## src/rtl/mem_arbiter_pkg.sv

```systemverilog
// Shared encodings and helpers for the byte-serial RAM port arbiter.
package mem_arbiter_pkg;

  localparam int unsigned DATA_W = 32;
  localparam int unsigned CNT_W  = 3;

  typedef enum logic [1:0] {
    ArbIdle = 2'd0,
    ArbRd   = 2'd1,
    ArbWr   = 2'd2,
    ArbDone = 2'd3
  } arb_state_e;

  typedef enum logic {
    OwnIf  = 1'b0,
    OwnMem = 1'b1
  } owner_e;

  localparam logic [1:0] MemSizeByte = 2'b00;
  localparam logic [1:0] MemSizeHalf = 2'b01;
  localparam logic [1:0] MemSizeWord = 2'b10;

  // Number of byte beats for a MEM access size; 2'b11 is treated as a word.
  function automatic logic [CNT_W-1:0] size_beats(input logic [1:0] size);
    case (size)
      MemSizeByte: return CNT_W'(1);
      MemSizeHalf: return CNT_W'(2);
      MemSizeWord: return CNT_W'(4);
      default:     return CNT_W'(4);
    endcase
  endfunction

  function automatic logic [7:0] byte_lane(input logic [DATA_W-1:0] w, input logic [1:0] idx);
    return w[{idx, 3'b000} +: 8];
  endfunction

endpackage

```

## src/rtl/mem_arbiter.sv

```systemverilog
// Arbitrates IF and MEM onto a single byte-wide synchronous RAM port,
// serialising little-endian accesses into byte beats.
module mem_arbiter
  import mem_arbiter_pkg::*;
#(
  parameter int unsigned ADDR_W = 32
) (
  input  logic              clk,
  input  logic              rst,
  input  logic              if_req,
  input  logic [ADDR_W-1:0] if_addr,
  input  logic              flush,
  output logic              if_done,
  output logic [DATA_W-1:0] if_inst,
  input  logic              mem_req,
  input  logic              mem_we,
  input  logic [ADDR_W-1:0] mem_addr,
  input  logic [1:0]        mem_size,
  input  logic [DATA_W-1:0] mem_wdata,
  output logic              mem_done,
  output logic [DATA_W-1:0] mem_rdata,
  output logic [ADDR_W-1:0] ram_a,
  output logic              ram_wr,
  output logic [7:0]        ram_dout,
  input  logic [7:0]        ram_din,
  output logic              busy
);

  arb_state_e        state, state_nxt;
  owner_e            owner, owner_nxt;
  logic              we, we_nxt;
  logic [ADDR_W-1:0] addr, addr_nxt;
  logic [CNT_W-1:0]  n, n_nxt;
  logic [CNT_W-1:0]  issue, issue_nxt;
  logic [CNT_W-1:0]  cap, cap_nxt;
  logic [DATA_W-1:0] wdata, wdata_nxt;
  logic [DATA_W-1:0] rbuf, rbuf_nxt;
  logic              beat_rd, beat_rd_nxt;
  logic              din_vld, din_vld_nxt;
  logic              grant;
  logic [ADDR_W-1:0] ram_a_nxt;
  logic              ram_wr_nxt;
  logic [7:0]        ram_dout_nxt;
  logic              if_done_nxt, mem_done_nxt;
  logic [DATA_W-1:0] if_inst_nxt, mem_rdata_nxt;

  // State register and all registered outputs.
  always_ff @(posedge clk) begin
    if (!rst) begin
      state     <= ArbIdle;
      owner     <= OwnIf;
      we        <= 1'b0;
      addr      <= '0;
      n         <= '0;
      issue     <= '0;
      cap       <= '0;
      wdata     <= '0;
      rbuf      <= '0;
      beat_rd   <= 1'b0;
      din_vld   <= 1'b0;
      ram_a     <= '0;
      ram_wr    <= 1'b0;
      ram_dout  <= '0;
      if_done   <= 1'b0;
      if_inst   <= '0;
      mem_done  <= 1'b0;
      mem_rdata <= '0;
      busy      <= 1'b0;
    end else begin
      state     <= state_nxt;
      owner     <= owner_nxt;
      we        <= we_nxt;
      addr      <= addr_nxt;
      n         <= n_nxt;
      issue     <= issue_nxt;
      cap       <= cap_nxt;
      wdata     <= wdata_nxt;
      rbuf      <= rbuf_nxt;
      beat_rd   <= beat_rd_nxt;
      din_vld   <= din_vld_nxt;
      ram_a     <= ram_a_nxt;
      ram_wr    <= ram_wr_nxt;
      ram_dout  <= ram_dout_nxt;
      if_done   <= if_done_nxt;
      if_inst   <= if_inst_nxt;
      mem_done  <= mem_done_nxt;
      mem_rdata <= mem_rdata_nxt;
      busy      <= (state_nxt != ArbIdle);
    end
  end

  // Next-state, beat sequencing and byte assembly.
  always_comb begin
    state_nxt     = state;
    owner_nxt     = owner;
    we_nxt        = we;
    addr_nxt      = addr;
    n_nxt         = n;
    issue_nxt     = issue;
    cap_nxt       = cap;
    wdata_nxt     = wdata;
    rbuf_nxt      = rbuf;
    beat_rd_nxt   = 1'b0;
    din_vld_nxt   = 1'b0;
    grant         = 1'b0;
    ram_a_nxt     = ram_a;
    ram_wr_nxt    = 1'b0;
    ram_dout_nxt  = ram_dout;
    if_done_nxt   = 1'b0;
    if_inst_nxt   = if_inst;
    mem_done_nxt  = 1'b0;
    mem_rdata_nxt = mem_rdata;

    case (state)
      ArbIdle: begin
        if (mem_req) begin
          grant     = 1'b1;
          owner_nxt = OwnMem;
          we_nxt    = mem_we;
          addr_nxt  = mem_addr;
          n_nxt     = size_beats(mem_size);
          wdata_nxt = mem_wdata;
        end else if (if_req && !flush) begin
          grant     = 1'b1;
          owner_nxt = OwnIf;
          we_nxt    = 1'b0;
          addr_nxt  = if_addr;
          n_nxt     = CNT_W'(4);
          wdata_nxt = '0;
        end
        // Beat 0 is launched with the grant so it is on ram_a in the first RD/WR cycle.
        if (grant) begin
          issue_nxt = CNT_W'(1);
          cap_nxt   = '0;
          rbuf_nxt  = '0;
          ram_a_nxt = addr_nxt;
          if (we_nxt) begin
            state_nxt    = ArbWr;
            ram_wr_nxt   = 1'b1;
            ram_dout_nxt = wdata_nxt[7:0];
          end else begin
            state_nxt   = ArbRd;
            beat_rd_nxt = 1'b1;
          end
        end
      end

      ArbRd: begin
        if (owner == OwnIf && flush) begin
          state_nxt = ArbIdle;
        end else begin
          din_vld_nxt = beat_rd;
          if (issue < n) begin
            ram_a_nxt   = addr + ADDR_W'(issue);
            issue_nxt   = issue + CNT_W'(1);
            beat_rd_nxt = 1'b1;
          end
          // ram_din carries the byte addressed in the previous cycle.
          if (din_vld) begin
            rbuf_nxt = rbuf | (DATA_W'(ram_din) << {cap[1:0], 3'b000});
            cap_nxt  = cap + CNT_W'(1);
            if (cap_nxt == n) begin
              state_nxt = ArbDone;
              if (owner == OwnIf) begin
                if_done_nxt = 1'b1;
                if_inst_nxt = rbuf_nxt;
              end else begin
                mem_done_nxt  = 1'b1;
                mem_rdata_nxt = rbuf_nxt;
              end
            end
          end
        end
      end

      ArbWr: begin
        if (issue < n) begin
          ram_a_nxt    = addr + ADDR_W'(issue);
          ram_wr_nxt   = 1'b1;
          ram_dout_nxt = byte_lane(wdata, issue[1:0]);
          issue_nxt    = issue + CNT_W'(1);
        end else begin
          state_nxt    = ArbDone;
          mem_done_nxt = 1'b1;
        end
      end

      ArbDone: state_nxt = ArbIdle;

      default: state_nxt = ArbIdle;
    endcase
  end

endmodule

```

## config.mk

```make
export PLATFORM = sky130hd
export DESIGN_NAME = mem_arbiter
export DESIGN_NICKNAME = d
export VERILOG_FILES = /design/src/rtl/mem_arbiter_pkg.sv /design/src/rtl/mem_arbiter.sv
export SDC_FILE = /design/constraint.sdc
export NUM_CORES = 1
export LEC_CHECK = 0
export ABC_AREA = 1
export CORE_UTILIZATION = 50
export CTS_CLUSTER_DIAMETER = 200
export DETAILED_ROUTE_END_ITERATION = 12
export HOLD_SLACK_MARGIN = 0.12
export PLACE_DENSITY = 0.78
export SLEW_MARGIN = 20
export SYNTH_ARGS = -nofsm -noshare
export SYNTH_HDL_FRONTEND = slang
export SYNTH_SLANG_ARGS = --single-unit
```

## constraint.sdc

```tcl
create_clock -name clk -period 4 [get_ports clk]
set_input_delay 0.8 -clock clk [delete_from_list [all_inputs] [get_ports clk]]
set_output_delay 0.8 -clock clk [all_outputs]
set_load 0.01 [all_outputs]
```

# Word level (Yosys, flattened, before mapping)
# Index checks and enable logic that the tools add are counted.
# Widths: inputs -> output; s select.
dict set report word_totals {
  reg_bits 219
  inputBits 112
  out_inout_bits 108
  wordCells 118
}
dict set report op_classes {
  add_sub_neg 3
  order_cmp 1
  eq_ne 10
  n_shift 2
  muxes 57
  bitwise_logic 7
  reduce_logical 18
}
# operator count
set op_table {}
lappend op_table {{$mux 32} 10}
lappend op_table {{$pmux 32 s3} 1}
lappend op_table {{$pmux 32 s2} 1}
lappend op_table {{$add 32x3->32} 1}
lappend op_table {{$or 32x32->32} 1}
lappend op_table {{$shiftx 32x6->8} 1}
lappend op_table {{$shl 8x5->32} 1}
lappend op_table {{$mux 3} 8}
lappend op_table {{$mux 8} 3}
lappend op_table {{$mux 1} 20}
lappend op_table {{$pmux 8 s2} 1}
lappend op_table {{$mux 2} 6}
lappend op_table {{$pmux 3 s2} 2}
lappend op_table {{$reduce_and 5->1} 2}
lappend op_table {{$pmux 3 s3} 1}
lappend op_table {{$ne 2x2->1 const B} 4}
lappend op_table {{$pmux 2 s4} 1}
lappend op_table {{$reduce_and 4->1} 2}
lappend op_table {{$reduce_bool 2->1} 4}
lappend op_table {{$add 3x1->3 const B} 2}
lappend op_table {{$not 1->1} 6}
lappend op_table {{$pmux 1 s2} 3}
lappend op_table {{$reduce_or 5->1} 1}
lappend op_table {{$eq 2x1->1 const B} 2}
lappend op_table {{11 further kinds} 14}

# Logic depth before layout (Yosys ltp)
dict set report logic_depth {
  word_depth 9
  ltp_mapped 14
  depth_no_buf 13
}

# Worst setup path after synthesis
# OpenSTA, ideal clock, no wires.
dict set report synth_path {
  kind {reg-to-reg}
  start {reg issue[1]}
  end {reg ram_a[12]}
  setup_time_ps 117
  t_arrival_ps 2064
  t_required_ps 3883
  path_slack_ps 1819
  path_stages_with_launch 15
  path_buffers 2
  period_less_slack_ps 2181
  path_cell_list {dfxtp_1 > buf_2 > clkbuf_1 > inv_1 > fa_1 > inv_1 > nand2_1 > nand2_1 > nand2_1 > nor2_1 > nand2_1 > nand2_1 > nor2_1 > nor2_1 > nor2_1}
}
dict set report synth_via {
  elab_chain_len 4
  word_cells_on_any_way 5
  classes_between {add/sub: 1; order compare: 1; mux: 3}
}
# element line_no
set synth_lines {}
lappend synth_lines {{start: declaration} mem_arbiter.sv:34} ;# logic [CNT_W-1:0] issue, issue_nxt;
lappend synth_lines {{start signal: assignment} mem_arbiter.sv:75} ;# issue <= issue_nxt;
lappend synth_lines {{$add 32x3->32 / $lt 3x3->1 (equally long branches)} -}
lappend synth_lines {{$mux 32 *} {mem_arbiter.sv:153, mem_arbiter.sv:177}}
lappend synth_lines {{$mux 32} mem_arbiter.sv:149} ;# if (owner == OwnIf && flush) begin
lappend synth_lines {{$pmux 32 s3 *} mem_arbiter.sv:114} ;# case (state)
lappend synth_lines {{end signal: assignment} mem_arbiter.sv:81} ;# ram_a <= ram_a_nxt;
lappend synth_lines {{end: declaration} mem_arbiter.sv:22} ;# output logic [ADDR_W-1:0] ram_a,
# Mark *: on every way between the ends. The rest lies on a longest branch, timed or not. The select of a mux whose other input is x is not followed.
# A chain may end at the register's enable or synchronous reset.

# Worst setup path after layout
dict set report layout_path {
  start {reg cap[0]}
  end {reg if_inst[18]}
}
dict set report layout_via {
  elab_chain_len 3
  word_cells_on_any_way 5
  classes_between {add/sub: 1; eq/ne: 1; shift: 1; bitwise: 1; reduce/logical: 1}
}
# element line_no
set layout_lines {}
lappend layout_lines {{start: declaration} mem_arbiter.sv:35} ;# logic [CNT_W-1:0] cap, cap_nxt;
lappend layout_lines {{start signal: assignment} mem_arbiter.sv:76} ;# cap <= cap_nxt;
lappend layout_lines {{$add 3x1->3} mem_arbiter.sv:161} ;# cap_nxt = cap + CNT_W'(1);
lappend layout_lines {{$eq 3x3->1} mem_arbiter.sv:162} ;# if (cap_nxt == n) begin
lappend layout_lines {{$reduce_and 5->1 (no line)} -}
lappend layout_lines {{end signal: assignment} mem_arbiter.sv:85} ;# if_inst <= if_inst_nxt;
lappend layout_lines {{end: declaration} mem_arbiter.sv:14} ;# output logic [DATA_W-1:0] if_inst,
# Several ways; a longest one is shown, not always the timed one.

==> reports/qor.yml <==
gp_congestion: 0.917
rsz0062_at_grt: "false"
wire_length_of_the_first_global_routing_pass_um: 50900
clock_tree.root_cell: "sky130_fd_sc_hd__clkbuf_16"
worst_hold_path.num_cells: 2
flop2flop_setup_slack_ns: 1.19
yosysWarnings: 0
floorplan.die_area_um2: 22000
numPortBuffers: 219
synth_ff_type: "sky130_fd_sc_hd__dfxtp_1"
sequential_share_of_the_synthesized_area_pct: 40.8
post_cts_resize_count: 0
groute.usage.overall_pct: 28.2
setup.worst_path.end_class: "flip-flop"
netlist_area_um2: 10700
finalSetupTns_ns: 0
period_share_pct: 70.2
clk_path_buf_depth: 3
io_pins: 220
insertion_delay_ns: 0.52
post-route-drc-count: 0
synth_fp_nets: 1703
status: "completed"
worst_setup_hold_path_clk_slew_ns: 0.06
period_minus_slack_ns: 2.81
ordered_cell_list_for_the_critical_path: "ha_1 -> nand2_1 -> nand3_1 -> nor2_1 -> nand2_2 -> inv_2 -> nand2_4 -> nor2_4 -> nand2_1 -> nand2_1"
crit-reg2reg-capture: "if_inst[18]"
worst_slew_pin_slew_ns: 1.04
crit-reg2reg-launch: "cap[0]"
drt_pre_antenna_iters: 5
most-common-layout-cells: "505 x sky130_fd_sc_hd__nand2_1, 218 x sky130_fd_sc_hd__dfxtp_1, 218 x sky130_fd_sc_hd__clkdlybuf4s50_1, 189 x sky130_fd_sc_hd__a21oi_1, 123 x sky130_fd_sc_hd__o21ai_0"
postSynth.asyncResetShare_pct: 0
yosys_register_bits: 218
timing.slew.headroom_pct: 30.6
layout-drive-gt1-share_pct: 5.01
pwrdens_nw_per_um2: 439
timing.final.hold_violations: 0
worst_hold_path_type: "reg -> reg"
cts_made_buffers: 23
area_growth_pct: 27.2
ctsHoldBuffers: 0
grt_start_max_net_pins: 96
setup_violations_final: 0
route.final.wire_length_um: 31700
slowest_delay_ns: 0.72
syn_inst: 1579
cp_slowest_cell: "sky130_fd_sc_hd__dfxtp_1"
number_of_global_route_vias_before_repair: 10400
wl_per_cell_um: 15.6
final_area_um2: 13600
synth_cell_types: 39
row_count: 53
vdd_ir_drop_max_uv: 322
start_to_end_type_of_the_worst_setup_path: "reg -> reg"
antenna_cells_inserted: 0
clock_sink_count: 218
p_leak_nw: 5.24
die_width_um: 148
detailed_place_hpwl_um: 21400
antenna_violating_nets_post_route: 0
timing.critical_path.from: "cap[0]"
worst_clock_skew_ns: 0.0119
timing.critical_path.arrival_ns: 3.27
post-layout-total-power_w: 0.00596
placement.cell_area_um2: 12800
synth.avg_cell_area_um2: 6.77
worst-r2r-cell-count: 10
detail_route.iter0.violations: 836
path_common_cell: "sky130_fd_sc_hd__nand2_1"
worstHoldEndpoint: "din_vld"
cts_tree: "yes"
vias: 11100
fmax_achieved_ghz: 0.356
synth_enable_flop_cells: 0
finalNetCount: 1863
maxCapViolCount: 0
slew_viol_final: 0
floorplan.initialDensity_pct: 51.0
coreArea_um2: 21000
layout_commonest_cell: "sky130_fd_sc_hd__nand2_1"
timing.critical_path.fanout_max: 33
grt_antenna_before_repair: 0
grt_overflow: 0
postCtsSetupRepairBufs: 0
worstHoldStart: "beat_rd"
worstPathRequired_ns: 4.46
cts.htree.levels: 1
critical_path.startpoint_type: "flip-flop"
post_drt_via_cell_ratio: 5.48
die_height_um: 148
## registers in the layout, indices dropped and copies added, names as in the netlist, 2 cells and up
| register | cells |
|---|---|
| rbuf | 32 |
| ram_dout | 8 |
| cap | 3 |
| addr | 32 |
| ram_a | 32 |
| state | 2 |
| mem_rdata | 32 |
| n | 3 |
| wdata | 32 |
| issue | 3 |
| if_inst | 32 |
## synth_stat cells, types with 8 or more instances
library cell	count	share of area [%]
sky130_fd_sc_hd__dfxtp_1	218	41
sky130_fd_sc_hd__nand3_1	111	5.2
sky130_fd_sc_hd__o21bai_1	38	2.7
sky130_fd_sc_hd__nand4_1	33	1.9
sky130_fd_sc_hd__nand2_1	505	18
sky130_fd_sc_hd__inv_1	62	2.2
sky130_fd_sc_hd__inv_2	10	0.35
sky130_fd_sc_hd__o21ai_0	123	5.8
sky130_fd_sc_hd__nor2_1	122	4.3
sky130_fd_sc_hd__buf_4	17	1.2
sky130_fd_sc_hd__a21oi_1	189	8.9
sky130_fd_sc_hd__ha_1	11	1.3
sky130_fd_sc_hd__nand2_2	8	0.47
sky130_fd_sc_hd__clkbuf_1	44	1.5
sky130_fd_sc_hd__buf_2	29	1.4
sky130_fd_sc_hd__nand3b_1	10	0.70
## critical path: cells and delay by family (launching register included)
kind	cells	cell delay [ns]
AND/OR/NAND/NOR	8	1.25
flip-flops	1	0.72
adder cells (fa/ha/maj)	1	0.37
buffers and inverters	1	0.41
## per-layer routing
metal	global-route usage, %	wire [um]	vias up
li1	-	-	5524
met1	37.4	13800	5118
met2	46.5	14700	421
met3	4.33	2390	61
met4	9.79	828	0
met5	0	0	-
## cells by family (layout without fill, tap and decap cells)
logic type,count (synthesis),in the layout,share of synthesized area [%]
buffers and inverters,175,351,7.39
adder cells (fa/ha/maj),12,12,1.48
XOR/XNOR,3,3,0.246
AO/OA/AOI/OAI,371,371,18.7
flip-flops,218,218,40.8
AND/OR/NAND/NOR,800,800,31.4
## report_power, final
part	switching (W)	internal, W	total, W	leakage (nW)
clock network	0.000892	0.00125	0.00215	0.366
registers	0.000169	0.00235	0.00251	1.78
logic	0.000791	0.000514	0.00130	3.09
## worst max-delay path by stage
stage	endpoint	slack, ns	cells past startpoint
after floorplan	ram_a[12]	1.82	14
after global placement	ram_a[10]	0.82	10
after detailed placement	ram_a[10]	0.80	10
after CTS	mem_rdata[20]	1.21	9
after global routing	if_inst[17]	0.94	10
final	if_inst[18]	1.19	10
## layout make-up
cell class | count | area, um^2
fill | 1903 | 7370
multi-input combinational | 1186 | 5540
sequential | 218 | 4360
timing repair buffer | 234 | 2300
clock buffer | 32 | 639
tap | 275 | 344
inverter | 76 | 290
clock inverter | 9 | 115
## metrics by stage
step	cells	utilization, %	setup slack, ns	hold slack, ns
after floorplan	1579	-	1.82	0.409
after global placement	1989	61.2	0.816	0.418
after detailed placement	1989	61.2	0.799	0.423
after CTS	2030	64.8	1.21	0.431
after global routing	2030	64.8	0.941	0.463
final	2030	64.8	1.19	0.428
Power figures use the tool's default switching activity.
